$ cat config.mk
export PLATFORM = sky130hd
export DESIGN_NAME = imem_responder_flat
export DESIGN_NICKNAME = d
export VERILOG_FILES = /design/src/rtl/imem_responder_if.sv /design/src/rtl/imem_responder.sv /design/src/flat_wrapper.sv
export SDC_FILE = /design/constraint.sdc
export NUM_CORES = 1
export LEC_CHECK = 0
export CORE_MARGIN = 2
export CORE_UTILIZATION = 45
export CTS_BUF_LIST = sky130_fd_sc_hd__clkbuf_8
export CTS_CLUSTER_SIZE = 28
export DETAILED_ROUTE_END_ITERATION = 10
export GPL_TIMING_DRIVEN = 1
export PLACE_DENSITY = 0.79
export SLEW_MARGIN = 20
export SYNTH_ARGS = -nofsm -noshare
export SYNTH_HDL_FRONTEND = slang
export SYNTH_SLANG_ARGS = --single-unit
$ cat constraint.sdc
create_clock -name cpu_clk_50M -period 1.75 [get_ports cpu_clk_50M]
set_clock_uncertainty 0.05 [all_clocks]
set_input_delay 0.2625 -clock cpu_clk_50M [delete_from_list [all_inputs] [get_ports cpu_clk_50M]]
set_output_delay 0.2625 -clock cpu_clk_50M [all_outputs]
set_load 0.005 [all_outputs]
$ cat src/rtl/imem_responder_if.sv
// Fetch-side and SRAM-side signals of the instruction-fetch responder.
interface imem_responder_if #(
    parameter int unsigned SRAM_AW = 20
);
    logic               ice;
    logic [31:0]        iaddr;
    logic               inv;
    logic [31:0]        inst;
    logic               stallreq_if;
    logic               adel_if;
    logic [SRAM_AW-1:0] sram_addr;
    logic               sram_ce_n;
    logic               sram_oe_n;
    logic [31:0]        sram_data_i;

    modport slave (
        input  ice, iaddr, inv, sram_data_i,
        output inst, stallreq_if, adel_if, sram_addr, sram_ce_n, sram_oe_n
    );

    modport master (
        output ice, iaddr, inv, sram_data_i,
        input  inst, stallreq_if, adel_if, sram_addr, sram_ce_n, sram_oe_n
    );
endinterface

$ cat src/rtl/imem_responder.sv
// Instruction-fetch responder: single-entry fetch buffer in front of an
// asynchronous SRAM with a fixed number of read wait states.
module imem_responder #(
    parameter int unsigned WAIT_CYCLES = 2,
    parameter int unsigned SRAM_AW     = 20
) (
    input  logic              cpu_clk_50M,
    input  logic              cpu_rst,
    imem_responder_if.slave   bus
);
    typedef enum logic {IDLE, ACCESS} state_t;

    state_t             state;
    logic               buf_valid;
    logic [29:0]        buf_tag;
    logic [31:0]        buf_data;
    logic [29:0]        lat_tag;
    logic [SRAM_AW-1:0] lat_addr;
    logic [3:0]         wcnt;
    logic               ce_n;
    logic               oe_n;

    logic misaligned;
    logic hit;
    logic miss;

    always_comb begin
        misaligned = bus.iaddr[1:0] != 2'b00;
        hit        = buf_valid && (buf_tag == bus.iaddr[31:2]);
        miss       = (state == IDLE) && bus.ice && !misaligned && !hit;
    end

    always_comb begin
        bus.inst        = '0;
        bus.adel_if     = 1'b0;
        bus.stallreq_if = (state == ACCESS) || miss;
        if (state == IDLE && bus.ice) begin
            bus.adel_if = misaligned;
            if (!misaligned && hit)
                bus.inst = buf_data;
        end
        bus.sram_addr = lat_addr;
        bus.sram_ce_n = ce_n;
        bus.sram_oe_n = oe_n;
    end

    always_ff @(posedge cpu_clk_50M) begin
        if (cpu_rst) begin
            state     <= IDLE;
            buf_valid <= 1'b0;
            buf_tag   <= '0;
            buf_data  <= '0;
            lat_tag   <= '0;
            lat_addr  <= '0;
            wcnt      <= '0;
            ce_n      <= 1'b1;
            oe_n      <= 1'b1;
        end else begin
            case (state)
                IDLE: begin
                    if (miss) begin
                        lat_addr <= bus.iaddr[SRAM_AW+1:2];
                        lat_tag  <= bus.iaddr[31:2];
                        wcnt     <= 4'(WAIT_CYCLES);
                        ce_n     <= 1'b0;
                        oe_n     <= 1'b0;
                        state    <= ACCESS;
                    end
                end
                ACCESS: begin
                    // Runs to completion on the latched address whatever the fetch stage does.
                    if (wcnt != 4'd0) begin
                        wcnt <= wcnt - 4'd1;
                    end else begin
                        buf_data  <= bus.sram_data_i;
                        buf_tag   <= lat_tag;
                        buf_valid <= 1'b1;
                        ce_n      <= 1'b1;
                        oe_n      <= 1'b1;
                        state     <= IDLE;
                    end
                end
                default: state <= IDLE;
            endcase
            if (bus.inv)
                buf_valid <= 1'b0;
        end
    end
endmodule

$ cat src/flat_wrapper.sv
// flat-port wrapper written by rule: the top's interface ports become plain ports
module imem_responder_flat 
#(
    parameter int unsigned WAIT_CYCLES = 2,
    parameter int unsigned SRAM_AW     = 20
)
  (cpu_clk_50M, cpu_rst, bus_ice, bus_iaddr, bus_inv, bus_sram_data_i, bus_inst, bus_stallreq_if, bus_adel_if, bus_sram_addr, bus_sram_ce_n, bus_sram_oe_n);
  imem_responder_if #(.SRAM_AW(SRAM_AW)) bus_i ();
  input  logic cpu_clk_50M;
  input  logic cpu_rst;
  input wire logic [$bits(bus_i.ice)-1:0] bus_ice;
  input wire logic [$bits(bus_i.iaddr)-1:0] bus_iaddr;
  input wire logic [$bits(bus_i.inv)-1:0] bus_inv;
  input wire logic [$bits(bus_i.sram_data_i)-1:0] bus_sram_data_i;
  output wire logic [$bits(bus_i.inst)-1:0] bus_inst;
  output wire logic [$bits(bus_i.stallreq_if)-1:0] bus_stallreq_if;
  output wire logic [$bits(bus_i.adel_if)-1:0] bus_adel_if;
  output wire logic [$bits(bus_i.sram_addr)-1:0] bus_sram_addr;
  output wire logic [$bits(bus_i.sram_ce_n)-1:0] bus_sram_ce_n;
  output wire logic [$bits(bus_i.sram_oe_n)-1:0] bus_sram_oe_n;
  assign bus_i.ice = bus_ice;
  assign bus_i.iaddr = bus_iaddr;
  assign bus_i.inv = bus_inv;
  assign bus_i.sram_data_i = bus_sram_data_i;
  assign bus_inst = bus_i.inst;
  assign bus_stallreq_if = bus_i.stallreq_if;
  assign bus_adel_if = bus_i.adel_if;
  assign bus_sram_addr = bus_i.sram_addr;
  assign bus_sram_ce_n = bus_i.sram_ce_n;
  assign bus_sram_oe_n = bus_i.sram_oe_n;
  imem_responder #(.WAIT_CYCLES(WAIT_CYCLES), .SRAM_AW(SRAM_AW)) u_core (.cpu_clk_50M(cpu_clk_50M), .cpu_rst(cpu_rst), .bus(bus_i));
endmodule
==> reports/metrics.json, run 1 <==
{
  "gpl.final_weighted_congestion": {"value": 0.8098},
  "timing.hold.worst_path_depth": {"value": 3},
  "drive_gt1_share": {"value": 19.50, "unit": "%"},
  "clock_tree.root_cell": {"value": "clkbuf_8"},
  "cellLeakagePower": {"value": 2.322, "unit": "nW"},
  "edff_count_synth": {"value": 0},
  "most_frequently_used_flop_master_after_synthesis": {"value": "dfxtp_1"},
  "ant_nets": {"value": 0},
  "initial_utilization": {"value": 46.09, "unit": "%"},
  "violated_checks": {"value": "negative setup slack"},
  "ys_seq_elements": {"value": 99},
  "grt_first_pass_wirelength": {"value": 18440, "unit": "um"},
  "clockBufferDepth": {"value": 2},
  "finalWirelength": {"value": 11700, "unit": "um"},
  "grt_max_degree": {"value": 64},
  "design.die.area": {"value": 0.01078, "unit": "mm2"},
  "capturing_point_of_the_worst_reg2reg_path": {"value": "u_core.lat_tag[23]"},
  "synth_sequential_area_ratio": {"value": 44.20, "unit": "%"},
  "final_number_of_hold_violating_endpoints": {"value": 0},
  "viasPerCell": {"value": 5.031},
  "holdPathEnd": {"value": "u_core.lat_tag[19]"},
  "cp_top_family": {"value": "buffers and inverters"},
  "critical_path_required": {"value": 1.44, "unit": "ns"},
  "crit-reg2reg-launch": {"value": "u_core.buf_tag[6]"},
  "irDropWorstVdd": {"value": 0.4521, "unit": "mV"},
  "total_power": {"value": 4.233, "unit": "mW"},
  "drt_iter0_drc": {"value": 234},
  "cts-htree-levels": {"value": 3},
  "portion_of_the_clock_cycle_consumed_by_the_worst_path_in_the_final_layout": {"value": 150.0, "unit": "%"},
  "crit_path_max_fanout": {"value": 16},
  "numCtsBuffers": {"value": 9},
  "run_status": {"value": "complete, but fails checks"},
  "hp-start": {"value": "bus_iaddr[21]"},
  "regToRegSetupSlack": {"value": -0.50, "unit": "ns"},
  "antenna_found_initial": {"value": 0},
  "design.portCount": {"value": 124},
  "grt_setup_unrepaired": {"value": "yes"},
  "pre_cts_ws": {"value": -1.219, "unit": "ns"},
  "crit_path_end_kind": {"value": "primary output"},
  "final.setup.tns": {"value": -44.25, "unit": "ns"},
  "report.final.slew_viol_count": {"value": 0},
  "source_of_the_critical_timing_path": {"value": "bus_iaddr[8]"},
  "worst_r2r_path_depth": {"value": 10},
  "clk_latency": {"value": 0.37, "unit": "ns"},
  "syn_area_per_cell": {"value": 8.429, "unit": "um2"},
  "synthToLayoutAreaGrowth": {"value": 41.32, "unit": "%"},
  "track_usage": {"value": 21.07, "unit": "%"},
  "startpoint_type": {"value": "primary input"},
  "synth-async-reset-ratio": {"value": 0, "unit": "%"},
  "gate_count_after_technology_mapping": {"value": 532},
  "maxCapViolations": {"value": 0},
  "critPathMaxStageDelay": {"value": 0.43, "unit": "ns"},
  "synth-warning-count": {"value": 0},
  "drt_pre_antenna_iters": {"value": 4},
  "fin_ws": {"value": -0.8745, "unit": "ns"},
  "die-width": {"value": 103.8, "unit": "um"},
  "path_buf_inv": {"value": 4},
  "std_cell_rows": {"value": 36},
  "max-slew-margin-rel": {"value": 76.61, "unit": "%"},
  "port-buffer-count": {"value": 123},
  "worst_max_slew_pin_slew": {"value": 0.3477, "unit": "ns"},
  "timing.critical_path.cells": {"value": "clkdlybuf4s50_1 > xor2_1 > nor4_2 > buf_4 > nand4_1 > nor3_4 > buf_6 > and2_1 > clkdlybuf4s15_1"},
  "timing.hold.worst.class": {"value": "primary input to flip-flop"},
  "nNetsFinal": {"value": 705},
  "final_critical_delay_including_setup_and_external_delays": {"value": 2.624, "unit": "ns"},
  "worst-endpoint-arrival": {"value": 2.31, "unit": "ns"},
  "drcViolationCount": {"value": 0},
  "wl_per_cell": {"value": 15.09, "unit": "um"},
  "synth.cell_area": {"value": 0.004484, "unit": "mm2"},
  "cts_tree": {"value": "built"},
  "design.core.area": {"value": 0.009729, "unit": "mm2"},
  "cellPowerDensity": {"value": 668.0, "unit": "mW/mm2"},
  "clk_pin_slew": {"value": 0.09, "unit": "ns"},
  "critPathKind": {"value": "primary input to primary output"},
  "cts_hold_buf": {"value": 0},
  "place_hpwl": {"value": 7444, "unit": "um"},
  "clock.fmax": {"value": 0.3810, "unit": "GHz"},
  "final_number_of_setup_violating_endpoints": {"value": 69},
  "worst_path_max_delay_cell": {"value": "clkdlybuf4s50_1"},
  "number_of_global_route_vias_before_repair": {"value": 3875},
  "grt-ovfl-total": {"value": 0},
  "cts.sink_count": {"value": 99},
  "die_height": {"value": 103.8, "unit": "um"},
  "yosysUniqueCellTypes": {"value": 30},
  "detailroute.via_count": {"value": 3899},
  "num-fill-cells": {"value": 805},
  "syn_nets": {"value": 601}
}
## flip-flops by register name, summed over array words and instances (netlist names)
name,cells
u_core.buf_data,32
u_core.buf_tag,30
u_core.bus.sram_ce_n,1
u_core.state,1
u_core.buf_valid,1
u_core.wcnt,4
u_core.lat_tag,11
u_core.bus.sram_addr,19
## layer usage
| layer | routed length (um) | global-route usage [%] |
|---|---|---|
| met5 | 0 | 0 |
| met4 | 245 | 8.977 |
| met3 | 769 | 5.349 |
| met2 | 5942 | 36.18 |
| met1 | 4740 | 24.92 |
## worst reg2reg max path, stage by stage, from the launching register on
cell and delay (ns):
dfxtp_1 0.33, xor2_1 0.16, nor4_2 0.29, buf_4 0.16, nand4_1 0.17, buf_4 0.22
buf_6 0.11, buf_6 0.10, o21ba_4 0.25, clkbuf_16 0.18, mux2i_1 0.12
## report_power, final
| group | total [mW] | switching [mW] | internal [mW] |
|---|---|---|---|
| Clock | 1.38 | 0.838 | 0.542 |
| Sequential | 2.33 | 0.0321 | 2.30 |
| Combinational | 0.521 | 0.217 | 0.303 |
## metrics by stage
step | std cells | util, % | hold slack [ns] | area (um2)
2_1_floorplan | 532 | - | 0.2893 | 4522
3_3_place_gp | 750 | 59.59 | 0.3825 | 5798
3_5_place_dp | 750 | 59.59 | 0.3945 | 5798
4_1_cts | 774 | 63.90 | 0.1999 | 6217
5_1_grt | 774 | 65.11 | 0.1880 | 6335
6_report | 775 | 65.14 | 0.1889 | 6337
## worst max path at each step
stage,to,slack (ns),cells after the start
final,bus_inst[14],-0.87,9
after global routing,bus_inst[16],-1.01,8
after CTS,bus_inst[28],-0.94,9
after detailed placement,bus_inst[7],-1.22,8
after global placement,bus_inst[28],-1.18,8
after floorplan,bus_inst[10],-0.09,6
## synth_stat cells, drive strengths merged (2+ instances only)
library cell  instances  area [um2]
a21oi                63       315.3
nor3b                 2       15.01
nand2b               62       387.9
and2                 33       206.5
nand4                 4       25.02
nor4                  5       31.28
buf                  28       217.7
clkbuf               27       101.4
or3                   2       12.51
nand2               126       473.0
inv                   2       7.510
dfxtp                99        1982
nor3                  4       35.03
xor2                 17       148.9
mux2i                30       300.3
nor2                  3       11.26
xnor2                15       131.4
## repair_timing
item | in CTS | in global routing
pin swaps | 26 | 11
buffers inserted | 4 | 2
endpoints found under the hold margin | 0 | 0
resized for setup | 159 | 41
gates cloned | 4 | 1
setup endpoints to repair | 132 | 93
## cell usage in the layout, fill, tap and decap left out, drive strengths merged, types with 2 or more instances in the layout
| master | netlist | routed |
|---|---|---|
| a21oi | 63 | 63 |
| and2 | 33 | 33 |
| buf | 28 | 42 |
| clkbuf | 27 | 12 |
| clkdlybuf4s15 | 0 | 14 |
| clkdlybuf4s50 | 0 | 76 |
| clkinv | 0 | 4 |
| dfxtp | 99 | 99 |
| dlygate4sd2 | 0 | 9 |
| dlymetal6s2s | 0 | 4 |
| inv | 2 | 5 |
| mux2i | 30 | 30 |
| nand2 | 126 | 126 |
| nand2b | 62 | 62 |
| nand4 | 4 | 4 |
| nor2 | 3 | 3 |
| nor3 | 4 | 4 |
| nor3b | 2 | 2 |
| nor4 | 5 | 5 |
| or3 | 2 | 2 |
| xnor2 | 15 | 15 |
| xor2 | 17 | 17 |
## cell families (layout without fill, tap and decap cells)
group | Yosys count | after routing | share of synthesized area (%)
multiplexers | 30 | 30 | 6.696
other | 0 | 1 | 0
flip-flops | 99 | 99 | 44.20
AO/OA/AOI/OAI | 68 | 68 | 7.924
XOR/XNOR | 32 | 32 | 6.250
buffers and inverters | 57 | 166 | 7.282
AND/OR/NAND/NOR | 245 | 245 | 27.37
adder cells (fa/ha/maj) | 1 | 1 | 0.2790
## final cells by class
type / count / area [um2] / area share, %
diodes: 1 / 2.502 / 0.03949
clock buffers: 9 / 123.9 / 1.955
clock inverters: 7 / 61.31 / 0.9674
inverters: 2 / 7.507 / 0.1185
multi-input cells: 376 / 2350 / 37.08
flip-flops and latches: 99 / 1997 / 31.51
well taps: 133 / 166.4 / 2.626
repair buffers: 148 / 1629 / 25.71
No activity file was read; power rests on OpenSTA's default activity.
==> run 2: changes to the inputs <==
--- a/config.mk
+++ b/config.mk
@@ -5,7 +5,6 @@
 export SDC_FILE = /design/constraint.sdc
 export NUM_CORES = 1
 export LEC_CHECK = 0
-export CORE_MARGIN = 2
 export CORE_UTILIZATION = 45
 export CTS_BUF_LIST = sky130_fd_sc_hd__clkbuf_8
 export CTS_CLUSTER_SIZE = 28
==> run 2 against run 1 <==
Net effect:
- the run still ends with negative setup slack left
- wire length decreased by 12%
- fmax increased by 1.5%
- register-to-register slack improved by 0.22 ns
- first-iteration DRC count decreased by 52%
- hold slack improved by 0.011 ns
==> reports/metrics.json, run 2 (same netlist as run 1, synthesis figures left out) <==
{
  "run_status": {"value": "complete, but fails checks"},
  "violated_checks": {"value": "negative setup slack"},
  "power.share.combinational": {"value": 11.2, "unit": "%"},
  "crit_path_max_fanout": {"value": 32},
  "fin_ws": {"value": -0.8360, "unit": "ns"},
  "num-fill-cells": {"value": 847},
  "pre_cts_ws": {"value": -1.199, "unit": "ns"},
  "clock.fmax": {"value": 0.3867, "unit": "GHz"},
  "cellPowerDensity": {"value": 719.4, "unit": "mW/mm2"},
  "port-buffer-count": {"value": 123},
  "timing.hold.worst_path_depth": {"value": 3},
  "cts_hold_buf": {"value": 0},
  "drt_iter0_drc": {"value": 112},
  "numCtsBuffers": {"value": 9},
  "report.final.slew_viol_count": {"value": 0},
  "antenna_found_initial": {"value": 0},
  "critPathKind": {"value": "primary input to primary output"},
  "final_common_cell": {"value": "nand2_1"},
  "synthToLayoutAreaGrowth": {"value": 36.41, "unit": "%"},
  "hp-start": {"value": "bus_iaddr[6]"},
  "viasPerCell": {"value": 4.887},
  "wl_per_cell": {"value": 13.47, "unit": "um"},
  "total_switching_power": {"value": 1.007, "unit": "mW"},
  "max-slew-margin-rel": {"value": 78.06, "unit": "%"},
  "gpl.final_weighted_congestion": {"value": 0.7925},
  "track_usage": {"value": 20.36, "unit": "%"},
  "maxCapViolations": {"value": 0},
  "intPower": {"value": 3.394, "unit": "mW"},
  "nNetsFinal": {"value": 698},
  "worst_r2r_path_depth": {"value": 7},
  "ant_nets": {"value": 0},
  "crit_path_end_kind": {"value": "primary output"},
  "design.die.area": {"value": 0.01037, "unit": "mm2"},
  "timing.hold.worst.class": {"value": "primary input to flip-flop"},
  "layout.cells.most_common_list": {"value": "nand2_1 (125), dfxtp_1 (89), clkdlybuf4s50_1 (73)"},
  "finalWirelength": {"value": 10330, "unit": "um"},
  "clockBufferDepth": {"value": 2},
  "clk_latency": {"value": 0.36, "unit": "ns"},
  "design.core.area": {"value": 0.009729, "unit": "mm2"},
  "drt_pre_antenna_iters": {"value": 4},
  "cts.sink_count": {"value": 99},
  "worst_max_slew_pin_slew": {"value": 0.3261, "unit": "ns"},
  "largest_register_ffs": {"value": 32},
  "source_of_the_critical_timing_path": {"value": "bus_iaddr[19]"},
  "clk_pin_slew": {"value": 0.10, "unit": "ns"},
  "final_core_util": {"value": 62.87, "unit": "%"},
  "power.sequential.fraction": {"value": 53.0, "unit": "%"},
  "grt_first_pass_wirelength": {"value": 16530, "unit": "um"},
  "final_number_of_setup_violating_endpoints": {"value": 69},
  "die_height": {"value": 101.8, "unit": "um"},
  "num_antenna_cells": {"value": 0},
  "final.setup.tns": {"value": -33.69, "unit": "ns"},
  "switching_share": {"value": 22.88, "unit": "%"},
  "design.portCount": {"value": 124},
  "initial_utilization": {"value": 46.09, "unit": "%"},
  "grt_setup_unrepaired": {"value": "yes"},
  "place_hpwl": {"value": 7290, "unit": "um"},
  "clock_tree.root_cell": {"value": "clkbuf_8"},
  "startpoint_type": {"value": "primary input"},
  "final_number_of_hold_violating_endpoints": {"value": 0},
  "drive_gt1_share": {"value": 14.51, "unit": "%"},
  "irDropWorstVdd": {"value": 0.4811, "unit": "mV"},
  "regToRegSetupSlack": {"value": -0.28, "unit": "ns"},
  "critical_path_required": {"value": 1.44, "unit": "ns"},
  "portion_of_the_clock_cycle_consumed_by_the_worst_path_in_the_final_layout": {"value": 147.8, "unit": "%"},
  "grt-ovfl-total": {"value": 0},
  "largest-register": {"value": "u_core.buf_data"},
  "die-width": {"value": 101.8, "unit": "um"},
  "crit-reg2reg-launch": {"value": "u_core.buf_tag[29]"},
  "grt_max_degree": {"value": 43},
  "std_cell_rows": {"value": 36},
  "worst-endpoint-arrival": {"value": 2.27, "unit": "ns"},
  "total_power": {"value": 4.401, "unit": "mW"},
  "capturing_point_of_the_worst_reg2reg_path": {"value": "u_core.bus.sram_addr[2]"},
  "drcViolationCount": {"value": 0},
  "holdPathEnd": {"value": "u_core.bus.sram_addr[4]"},
  "pwr-share-clk": {"value": 35.8, "unit": "%"},
  "final_critical_delay_including_setup_and_external_delays": {"value": 2.586, "unit": "ns"},
  "cts-htree-levels": {"value": 3},
  "number_of_global_route_vias_before_repair": {"value": 3676},
  "detailroute.via_count": {"value": 3748},
  "cellLeakagePower": {"value": 2.196, "unit": "nW"},
  "cts_tree": {"value": "built"}
}
run 2: layout make-up:
class                           count  area, um2  area share (%)
Clock buffer                        9      123.9           2.025
Timing Repair Buffer              141       1466           23.97
Inverter                            2      7.507          0.1227
Tap cell                          133      166.4           2.720
Sequential cell                    99       1994           32.60
Clock inverter                      7      92.59           1.514
Multi-Input combinational cell    376       2266           37.04
run 2: worst max-delay path, stage by stage:
cell             delay (ns)
clkdlybuf4s50_1        0.45
xor2_1                 0.18
nor4_1                 0.34
nand4_1                0.23
nor3_4                 0.25
buf_12                 0.18
and2_1                 0.14
dlygate4sd2_1          0.23
run 2: what timing repair did:
action | in CTS | in global routing
gates resized for setup | 123 | 12
endpoints found under the setup margin | 107 | 89
pin swaps | 1 | 3
gates cloned | 0 | 1
buffers inserted | 4 | 0
endpoints found under the hold margin | 0 | 0
run 2: worst max path at each step:
stage,cells after the start,to,slack (ns)
2_1_floorplan,6,bus_inst[10],-0.09
3_3_place_gp,8,bus_inst[25],-1.19
3_5_place_dp,8,bus_inst[29],-1.20
4_1_cts,11,bus_stallreq_if,-0.89
5_1_grt,8,bus_inst[29],-0.98
6_report,8,bus_inst[29],-0.84
run 2: stage by stage:
stage | std cells | cell area (um2) | hold slack (ns)
2_1_floorplan | 532 | 4522 | 0.2893
3_3_place_gp | 750 | 5823 | 0.3809
3_5_place_dp | 750 | 5823 | 0.3958
4_1_cts | 769 | 6153 | 0.2375
5_1_grt | 767 | 6117 | 0.1907
6_report | 767 | 6117 | 0.2004
run 2: metal layers:
metal / share of wire, % / global-route usage (%)
met5: 0 / 0
met4: 1.8 / 6.484
met3: 4.8 / 4.583
met2: 50 / 35.24
met1: 44 / 25.23
run 2: power by group through the flow:
stage	clock [mW]	sequential, mW	combinational (mW)
after floorplan	0	2.37	0.239
after global placement	0	2.38	0.483
after detailed placement	0	2.38	0.493
after CTS	1.62	2.33	0.491
after global routing	1.72	2.34	0.536
final	1.57	2.33	0.495
==> run 3: changes to the inputs <==
--- a/config.mk
+++ b/config.mk
@@ -11,6 +11,7 @@
 export DETAILED_ROUTE_END_ITERATION = 10
 export GPL_TIMING_DRIVEN = 1
 export PLACE_DENSITY = 0.79
+export SKIP_LAST_GASP = 1
 export SLEW_MARGIN = 20
 export SYNTH_ARGS = -nofsm -noshare
 export SYNTH_HDL_FRONTEND = slang
==> run 3 against run 2 <==
Net effect:
- the flow still finishes with violations (negative setup slack)
- register-to-register slack worse by 0.17 ns
- die area stayed put
- sequential share of layout area is 0.28 points lower
- worst setup slack worse by 0.15 ns
- non-clock buffer count is 10 higher
- combinational power is 2% higher
- via count is 1.5% higher
- highest routed layer unchanged
==> reports/metrics.json, run 3 (same netlist as run 1, synthesis figures left out) <==
{
  "run_status": {"value": "complete, but fails checks"},
  "violated_checks": {"value": "negative setup slack"},
  "num_antenna_cells": {"value": 0},
  "track_usage": {"value": 20.30, "unit": "%"},
  "final.setup.tns": {"value": -44.54, "unit": "ns"},
  "clk_latency": {"value": 0.36, "unit": "ns"},
  "design.portCount": {"value": 124},
  "final_design_area_no_fill": {"value": 0.006177, "unit": "mm2"},
  "path_buf_inv": {"value": 5},
  "timing.critical_path.cells": {"value": "xnor2_2 > nand4_1 > or4_4 > nor3_4 > buf_6 > buf_6 > clkbuf_16 > buf_6 > and2_4 > buf_6"},
  "drcViolationCount": {"value": 0},
  "drt_iter0_drc": {"value": 101},
  "cts-htree-levels": {"value": 3},
  "cellPowerDensity": {"value": 716.3, "unit": "mW/mm2"},
  "num-fill-cells": {"value": 843},
  "place_hpwl": {"value": 7290, "unit": "um"},
  "uppermost_layer_routed": {"value": "met4"},
  "grt_max_degree": {"value": 43},
  "die_height": {"value": 101.8, "unit": "um"},
  "maxCapViolations": {"value": 0},
  "crit_path_max_fanout": {"value": 7},
  "largest_register_ffs": {"value": 32},
  "met3RoutedLength": {"value": 562, "unit": "um"},
  "final-seq-area": {"value": 0.001997, "unit": "mm2"},
  "report.final.slew_viol_count": {"value": 0},
  "max-slew-margin-rel": {"value": 77.33, "unit": "%"},
  "clk_pin_slew": {"value": 0.10, "unit": "ns"},
  "pre_cts_ws": {"value": -1.199, "unit": "ns"},
  "startpoint_type": {"value": "flip-flop"},
  "number_of_global_route_vias_before_repair": {"value": 3683},
  "grt_setup_unrepaired": {"value": "yes"},
  "irDropWorstVdd": {"value": 0.4861, "unit": "mV"},
  "timing.hold.worst.class": {"value": "primary input to flip-flop"},
  "numCtsBuffers": {"value": 9},
  "worst-endpoint-arrival": {"value": 2.43, "unit": "ns"},
  "die-width": {"value": 101.8, "unit": "um"},
  "cellLeakagePower": {"value": 2.330, "unit": "nW"},
  "clock.fmax": {"value": 0.3652, "unit": "GHz"},
  "crit_top_cell": {"value": "buf_6"},
  "portion_of_the_clock_cycle_consumed_by_the_worst_path_in_the_final_layout": {"value": 156.5, "unit": "%"},
  "std_cell_rows": {"value": 36},
  "clock_tree.root_cell": {"value": "clkbuf_8"},
  "drt_pre_antenna_iters": {"value": 4},
  "met2_length": {"value": 5444, "unit": "um"},
  "worst_max_slew_pin_slew": {"value": 0.3401, "unit": "ns"},
  "final_common_cell": {"value": "nand2_1"},
  "final_number_of_hold_violating_endpoints": {"value": 0},
  "critPathMaxStageDelay": {"value": 0.58, "unit": "ns"},
  "finalHoldWorstSlack": {"value": 0.1995, "unit": "ns"},
  "fin_ws": {"value": -0.9880, "unit": "ns"},
  "drive_gt1_share": {"value": 17.86, "unit": "%"},
  "grt_first_pass_wirelength": {"value": 16500, "unit": "um"},
  "crit_path_end_kind": {"value": "primary output"},
  "cts_tree": {"value": "built"},
  "largest-register": {"value": "u_core.buf_data"},
  "critical_path_required": {"value": 1.44, "unit": "ns"},
  "final_core_util": {"value": 63.49, "unit": "%"},
  "worst_path_max_delay_cell": {"value": "or4_4"},
  "final_critical_delay_including_setup_and_external_delays": {"value": 2.738, "unit": "ns"},
  "gpl.final_weighted_congestion": {"value": 0.7925},
  "antenna_found_initial": {"value": 0},
  "cp_top_family": {"value": "simple AND/OR/NAND/NOR gates"},
  "viasPerCell": {"value": 4.897},
  "layout.cells.most_common_list": {"value": "nand2_1 (125), dfxtp_1 (87), clkdlybuf4s50_1 (73)"},
  "nNetsFinal": {"value": 708},
  "detailroute.via_count": {"value": 3805},
  "clockBufferDepth": {"value": 2},
  "m1WireLength": {"value": 4803, "unit": "um"},
  "finalWirelength": {"value": 10950, "unit": "um"},
  "ant_nets": {"value": 0},
  "port-buffer-count": {"value": 123},
  "synthToLayoutAreaGrowth": {"value": 37.75, "unit": "%"},
  "design.core.area": {"value": 0.009729, "unit": "mm2"},
  "placedInstanceArea": {"value": 0.005823, "unit": "mm2"},
  "critPathKind": {"value": "flip-flop to primary output"},
  "cts.sink_count": {"value": 99},
  "multi_input_area": {"value": 0.002303, "unit": "mm2"},
  "design.die.area": {"value": 0.01037, "unit": "mm2"},
  "grt-ovfl-total": {"value": 0},
  "final_number_of_setup_violating_endpoints": {"value": 69},
  "initial_utilization": {"value": 46.09, "unit": "%"},
  "wl_per_cell": {"value": 14.09, "unit": "um"}
}
[run 3: cell types whose count changed in the layout (fill, tap and decap cells not counted), sizes merged]
cell and change:
buf +17, clkdlybuf4s15 -23, clkbuf +17, dlygate4sd2 -2, dlymetal6s2s +1
[run 3: stage by stage]
step | std cells | total power [mW]
after floorplan | 532 | 2.613
after global placement | 750 | 2.864
after detailed placement | 750 | 2.877
after CTS | 769 | 4.445
after global routing | 777 | 4.601
final | 777 | 4.425
[run 3: routing by layer]
metal / global-route usage, % / vias up
met5: 0 / -
met4: 6.484 / 0
met3: 4.583 / 12
met2: 35.03 / 109
met1: 25.23 / 1776
li1: - / 1908
[run 3: path summary, 6_finish.rpt]
path / startpoint / endpoint / slack (ns) / cells past startpoint
worst max register to register: u_core.buf_tag[13] / u_core.bus.sram_addr[2] / -0.45 / 8
worst max-delay path: u_core.buf_tag[13] / bus_inst[21] / -0.99 / 10
worst min register to register: u_core.buf_data[11] / u_core.buf_data[11] / 0.41 / 2
worst min-delay path: bus_iaddr[6] / u_core.bus.sram_addr[4] / 0.20 / 3
[run 3: cell type report]
cell class / count / share of cell area [%]
multi-input combinational: 376 / 37.29
clock buffer: 9 / 2.005
inverter: 2 / 0.1215
sequential: 99 / 32.33
tap: 133 / 2.694
clock inverter: 7 / 1.499
timing repair buffer: 151 / 24.06
[run 3: what timing repair did]
| action | in CTS | in global routing |
|---|---|---|
| buffers inserted | 4 | 8 |
| endpoints found under the setup margin | 107 | 133 |
| hold buffers | 0 | 0 |
| gates cloned | 0 | 4 |
| pin swaps | 1 | 9 |
| resized for setup | 31 | 101 |
[run 3: power by group]
| part | leakage (nW) | switching [mW] | internal, mW | total [mW] |
|---|---|---|---|---|
| registers | 0.807 | 0.0314 | 2.30 | 2.33 |
| clock network | 0.107 | 0.783 | 0.803 | 1.59 |
| logic | 1.42 | 0.208 | 0.298 | 0.507 |
[run 3: worst reg2reg max path: cells and delay by family, from the launching register on]
family                 cells  cell delay, ns
buffers and inverters      3            0.45
multiplexers               1            0.12
XOR/XNOR                   1            0.17
AO/OA/AOI/OAI              1            0.25
AND/OR/NAND/NOR            2            0.71
flip-flops                 1            0.34
